### config.mk
export PLATFORM = sky130hd
export DESIGN_NAME = fe_fifo_unpacker
export DESIGN_NICKNAME = d
export VERILOG_FILES = /design/src/rtl/fe_fifo_unpacker.sv
export SDC_FILE = /design/constraint.sdc
export NUM_CORES = 1
export LEC_CHECK = 0
export ABC_AREA = 1
export BUFFER_PORTS_ARGS = -buffer_cell sky130_fd_sc_hd__buf_2
export CAP_MARGIN = 15
export CORE_MARGIN = 4
export CORE_UTILIZATION = 35
export CTS_CLUSTER_SIZE = 8
export DETAILED_ROUTE_END_ITERATION = 7
export PLACE_DENSITY = 0.53
export RECOVER_POWER = 25
export SLEW_MARGIN = 15
export SYNTH_ARGS = -nofsm -noshare
export SYNTH_HDL_FRONTEND = slang
export SYNTH_SLANG_ARGS = --single-unit
### constraint.sdc
create_clock -name cwusb_clk -period 1.7 [get_ports cwusb_clk]
set_input_delay 0.34 -clock cwusb_clk [delete_from_list [all_inputs] [get_ports cwusb_clk]]
set_output_delay 0.34 -clock cwusb_clk [all_outputs]
set_load 0.02 [all_outputs]
### src/rtl/fe_fifo_unpacker.sv
// Front-end FIFO unpacker: pops {cmd, time, data} entries and serialises each into
// a header byte plus optional timestamp and data bytes over a valid/ready byte stream.
//
// state | meaning
// IDLE  | waiting for a non-empty FIFO; read strobe issued from here
// FETCH | FIFO data valid this cycle, latched into the entry register
// HDR   | presenting header byte {cmd, short, ts_short, 2'b00}
// TSH   | presenting time[15:8]
// TSL   | presenting time[7:0]
// DATA  | presenting the data byte
module fe_fifo_unpacker #(
  parameter int pTIMESTAMP_FULL_WIDTH  = 16,
  parameter int pTIMESTAMP_SHORT_WIDTH = 3,
  parameter int pDATA_WIDTH            = 8,
  parameter int pCOUNT_WIDTH           = 24
) (
  input  logic                                              cwusb_clk,
  input  logic                                              reset_i,
  input  logic [2+pTIMESTAMP_FULL_WIDTH+pDATA_WIDTH-1:0]    I_fifo_dout,
  input  logic                                              I_fifo_empty,
  output logic                                              O_fifo_rd,
  input  logic                                              I_flush,
  input  logic                                              I_timestamps_disable,
  output logic [7:0]                                        O_byte,
  output logic                                              O_byte_valid,
  input  logic                                              I_byte_ready,
  output logic [pCOUNT_WIDTH-1:0]                           O_bytes_sent,
  output logic                                              O_idle
);

  localparam int TF = pTIMESTAMP_FULL_WIDTH;
  localparam int SW = pTIMESTAMP_SHORT_WIDTH;
  localparam int DW = pDATA_WIDTH;
  localparam int CW = pCOUNT_WIDTH;
  localparam int EW = 2 + TF + DW;
  localparam logic [1:0] FE_FIFO_CMD_TIME = 2'b10;

  typedef enum logic [2:0] {S_IDLE, S_FETCH, S_HDR, S_TSH, S_TSL, S_DATA} state_t;

  state_t          state_q, state_d;
  logic [EW-1:0]   entry_q, entry_d;
  logic            tsdis_q, tsdis_d;
  logic [7:0]      byte_q, byte_d;
  logic            valid_q, valid_d;
  logic [CW-1:0]   sent_q, sent_d;
  logic            xfer, done, rd;

  function automatic logic is_short(input logic [EW-1:0] e, input logic tsdis);
    logic [TF-1:0] tm;
    tm = e[DW +: TF];
    return tsdis | ((tm >> SW) == '0);
  endfunction

  function automatic logic is_time(input logic [EW-1:0] e);
    return e[EW-1 -: 2] == FE_FIFO_CMD_TIME;
  endfunction

  function automatic logic [7:0] byte_for(input state_t st, input logic [EW-1:0] e,
                                          input logic tsdis);
    logic [TF-1:0] tm;
    logic [15:0]   tm16;
    logic          shrt;
    logic [2:0]    ts;
    tm   = e[DW +: TF];
    tm16 = 16'(tm);
    shrt = is_short(e, tsdis);
    ts   = (shrt & ~tsdis) ? 3'(tm[SW-1:0]) : 3'b000;
    case (st)
      S_HDR:   return {e[EW-1 -: 2], shrt, ts, 2'b00};
      S_TSH:   return tm16[15:8];
      S_TSL:   return tm16[7:0];
      S_DATA:  return 8'(e[DW-1:0]);
      default: return 8'h00;
    endcase
  endfunction

  always_comb begin
    state_d = state_q;
    entry_d = entry_q;
    tsdis_d = tsdis_q;
    sent_d  = sent_q;
    done    = 1'b0;
    rd      = 1'b0;
    xfer    = valid_q & I_byte_ready;

    if (xfer && (sent_q != '1)) sent_d = sent_q + CW'(1);

    case (state_q)
      S_IDLE:  done = 1'b1;
      S_FETCH: begin
        entry_d = I_fifo_dout;
        tsdis_d = I_timestamps_disable;
        // a time entry with timestamps off carries nothing worth sending
        if (is_time(I_fifo_dout) && I_timestamps_disable) done = 1'b1;
        else                                              state_d = S_HDR;
      end
      S_HDR: if (xfer) begin
        if (!is_time(entry_q) && is_short(entry_q, tsdis_q)) state_d = S_DATA;
        else                                                 state_d = S_TSH;
      end
      S_TSH: if (xfer) state_d = S_TSL;
      S_TSL: if (xfer) begin
        if (is_time(entry_q)) done = 1'b1;
        else                  state_d = S_DATA;
      end
      S_DATA: if (xfer) done = 1'b1;
      default: state_d = S_IDLE;
    endcase

    if (done) begin
      state_d = S_IDLE;
      if (!I_fifo_empty && !I_flush && !reset_i) begin
        rd      = 1'b1;
        state_d = S_FETCH;
      end
    end

    if (I_flush) begin
      state_d = S_IDLE;
      entry_d = '0;
    end

    valid_d = (state_d == S_HDR) || (state_d == S_TSH) ||
              (state_d == S_TSL) || (state_d == S_DATA);
    byte_d  = valid_d ? byte_for(state_d, entry_d, tsdis_d) : 8'h00;
  end

  always_ff @(posedge cwusb_clk) begin
    if (reset_i) begin
      state_q <= S_IDLE;
      entry_q <= '0;
      tsdis_q <= 1'b0;
      byte_q  <= 8'h00;
      valid_q <= 1'b0;
      sent_q  <= '0;
    end else begin
      state_q <= state_d;
      entry_q <= entry_d;
      tsdis_q <= tsdis_d;
      byte_q  <= byte_d;
      valid_q <= valid_d;
      sent_q  <= sent_d;
    end
  end

  assign O_fifo_rd    = rd;
  assign O_byte       = byte_q;
  assign O_byte_valid = valid_q;
  assign O_bytes_sent = sent_q;
  assign O_idle       = (state_q == S_IDLE) & ~rd;

endmodule

==> results.tsv <==
stage	metric	value	unit
run_status	status	finished with violations	
run_status	violations	setup timing	
sta	setup_viol_count_final	8	
worst_setup_path	arrival	2.10	ns
worst_setup_path	required	1.99	ns
routing	wire_per_inst	13.6	um
die	core-area	9730	um^2
worst_setup_path	rr_endpoint	O_byte[2]	
power_and_ir_drop	vdd_drop_max	0.356	mV
finish	stdcell_count	847	
routing	first_iter_violations	126	
routing	vias	3991	
clocking	cts_tree	built	
placement	placed_area	4580	um^2
die	rows	36	
power_and_ir_drop	leakage	2.66	nW
synthesis	avgSynthCellArea	6.48	um^2
routing	viasPerCell	4.71	
sta	setup_slack	-0.112	ns
clocking	cts_root_buffer	clkbuf_8	
die	die_w	108	um
placement	hpwl	8130	um
sta	clock-skew-final	0.00782	ns
routing	dr.pass1.iters	4	
finish	drive_gt1_share	42.7	%
worst_setup_path	crit_buf_inv	3	
clocking	holdBufCountCts	0	
hold_path	min_path_type	input port to flip-flop	
finish	nNetsFinal	742	
clocking	numClockSinks	63	
worst_setup_path	slowest_delay	0.33	ns
worst_setup_path	path_class	flip-flop to flip-flop	
hold_path	min_from	I_fifo_dout[6]	
sta	tns	-0.487	ns
finish	regArea	1280	um^2
worst_setup_path	reg2reg_setup_slack	-0.11	ns
sta	period_share	107	%
finish	stdcell_area	5570	um^2
synthesis	syn-num-nets	570	
global_route	grt_use_met3	2.88	%
global_route	overflow	0	
global_route	grt_busiest_layer	met2	
power_and_ir_drop	p_sw	858	uW
power_and_ir_drop	power.total	3.22	mW
synthesis	yosys_warnings	0	
job	drv_cap	0	
placement	dp.cells	803	
finish	antenna_cells	0	
sta	hold_viol_final	0	
power_and_ir_drop	clkPwrFrac	42.2	%
die	die_area	11600	um^2
worst_setup_path	r2r_start	state_q[1]	
finish	multi_input_area	2290	um^2
worst_setup_path	cpMaxStageDelayCell	dfxtp_2	
global_route	grt_first_pass_wirelength	17800	um
synthesis	synth_cell_type_count	31	
power_and_ir_drop	sw_frac_of_total	26.7	%
global_route	grt_max_degree	41	
hold_path	min_delay_path_depth	3	
global_route	antenna_found_initial	0	
global_route	track_usage	19.3	%
placement	gp_congestion	0.877	
worst_setup_path	reg2reg_depth	14	
global_route	grt_pass1_vias	3744	
die	die_h	108	um
worst_setup_path	path_delay_family	simple AND/OR/NAND/NOR gates	
worst_setup_path	critPathCaptureType	flip-flop	
sta	rsz0062_at_grt	yes	
finish	fillCellCount	970	
power_and_ir_drop	p_comb_share	11.6	%
clocking	cts_buffers	9	
sta	worstMarginPinSlew	0.435	ns
sta	fmax	552	MHz
worst_setup_path	crit_top_cell	nor2_1	
synthesis	synth-seq-cells	63	
placement	pre_cts_slack	-0.161	ns
die	ios	67	
clocking	htree_num_levels	3	
worst_setup_path	cp_cell_sequence	inv_2 -> buf_4 -> nand3_4 -> clkbuf_16 -> nand2_1 -> nand3_2 -> nand2_1 -> nor2_1 -> nand2_2 -> nor2_4 -> nand3_2 -> o21ai_2 -> nor2_1 -> nor2_1	
power_and_ir_drop	power.internal	2.36	mW
sta	finalMaxSlewViolations	0	
worst_setup_path	path_max_fanout	6	
routing	drc	0	
clocking	insertion_delay	0.35	ns
die	start_util	35.7	%
sta	period_minus_slack	1.81	ns
power_and_ir_drop	p_per_area	578	nW/um^2
finish	fin_util	57.3	%
finish	syn2layout_area_growth	60.2	%
clocking	clk_path_buf_depth	2	
placement	port_buffers	66	
routing	ant_nets	0	
synthesis	ys_seq_area_share	36.3	%
synthesis	syn-instance-count	537	
global_route	use_met2	32.8	%
hold_path	hold_end	entry_q[6]	
sta	whs	0.315	ns
synthesis	syn_area	3480	um^2
clocking	clk_pin_slew_worst_paths	0.07	ns
sta	timing.slew.headroom	71.0	%
routing	detail_route.wirelength	11500	um
worst_setup_path	worstSetupStartpointType	flip-flop	
power_and_ir_drop	seqPwrFrac	46.2	%
global_route	grtUsageMet1	25.1	%
cell usage in the layout, fill, tap and decap left out, drive strengths merged, types with 7 or more instances in the layout:
cell / n
dfxtp: 63
nand2: 118
nor3: 26
buf: 162
nand3: 33
nor2: 102
nand4: 31
clkbuf: 26
xor2: 7
inv: 75
a21oi: 17
o21ai: 36
area by class of cell:
cell class | instances | area share, %
inverters | 76 | 5.23
well taps | 133 | 2.99
flip-flops and latches | 63 | 23.0
clock inverters | 6 | 1.26
repair buffers | 178 | 23.9
clock buffers | 10 | 2.47
multi-input cells | 381 | 41.1
logic make-up (layout without fill, tap and decap cells):
kind of cell             after synthesis  count (layout)  share of synthesized area (%)
buffers and inverters                 94             270                           11.3
adder cells (fa/ha/maj)                1               1                          0.360
AO/OA/AOI/OAI                         56              56                           8.24
flip-flops                            63              63                           36.3
XOR/XNOR                               8               8                           2.02
AND/OR/NAND/NOR                      315             316                           41.8
worst max-delay path by stage:
stage,startpoint,end,depth (start not counted)
finish,state_q[1],O_byte[2],14
global route,state_q[1],O_byte[2],15
CTS,state_q[1],O_fifo_rd,11
detailed placement,state_q[0],O_byte[4],13
global placement,state_q[0],O_byte[4],13
floorplan,O_bytes_sent[0],O_bytes_sent[18],12
cell usage after synthesis, drive strengths merged:
cell type	instances	area, um^2
nand3b	2	15.0
xor2	7	61.3
nor2	102	414
a31oi	1	6.26
nor4	3	18.8
a21oi	17	85.1
nor3b	1	7.51
clkbuf	6	22.5
ha	1	12.5
o21ai	36	180
nand2	118	480
inv	75	282
nor3	26	130
o21a	1	7.51
clkinv	1	3.75
nand4	31	194
nand3	32	195
dfxtp	63	1260
o211ai	1	7.51
buf	12	83.8
xnor2	1	8.76
tightest hold or removal path: cells and delay by family:
kind	cells	cell delay, ns
AND/OR/NAND/NOR	2	0.19
buffers and inverters	1	0.07
routing by layer:
metal / vias up / wire length (um)
li1: 2071 / -
met1: 1827 / 5080
met2: 77 / 5890
met3: 16 / 384
met4: 0 / 180
met5: - / 0
state kept, by name, summed over array words and instances (netlist names):
signal and flops:
tsdis_q 1, entry_q 26, O_byte_valid 1, O_byte 8, O_bytes_sent 24, state_q 3
power groups by stage:
stage / clock (mW) / sequential, mW / combinational, mW
global placement: 0 / 1.52 / 0.280
detailed placement: 0 / 1.52 / 0.282
finish: 1.36 / 1.49 / 0.374
CTS: 1.39 / 1.49 / 0.307
floorplan: 0 / 1.52 / 0.153
global route: 1.48 / 1.49 / 0.408
repair_timing:
item / CTS / global route
pin swaps: 14 / 53
resized for setup: 30 / 112
setup buffers: 11 / 13
endpoints found under the setup margin: 18 / 29
gates cloned: 1 / 3
No activity file was read; power rests on OpenSTA's default activity.
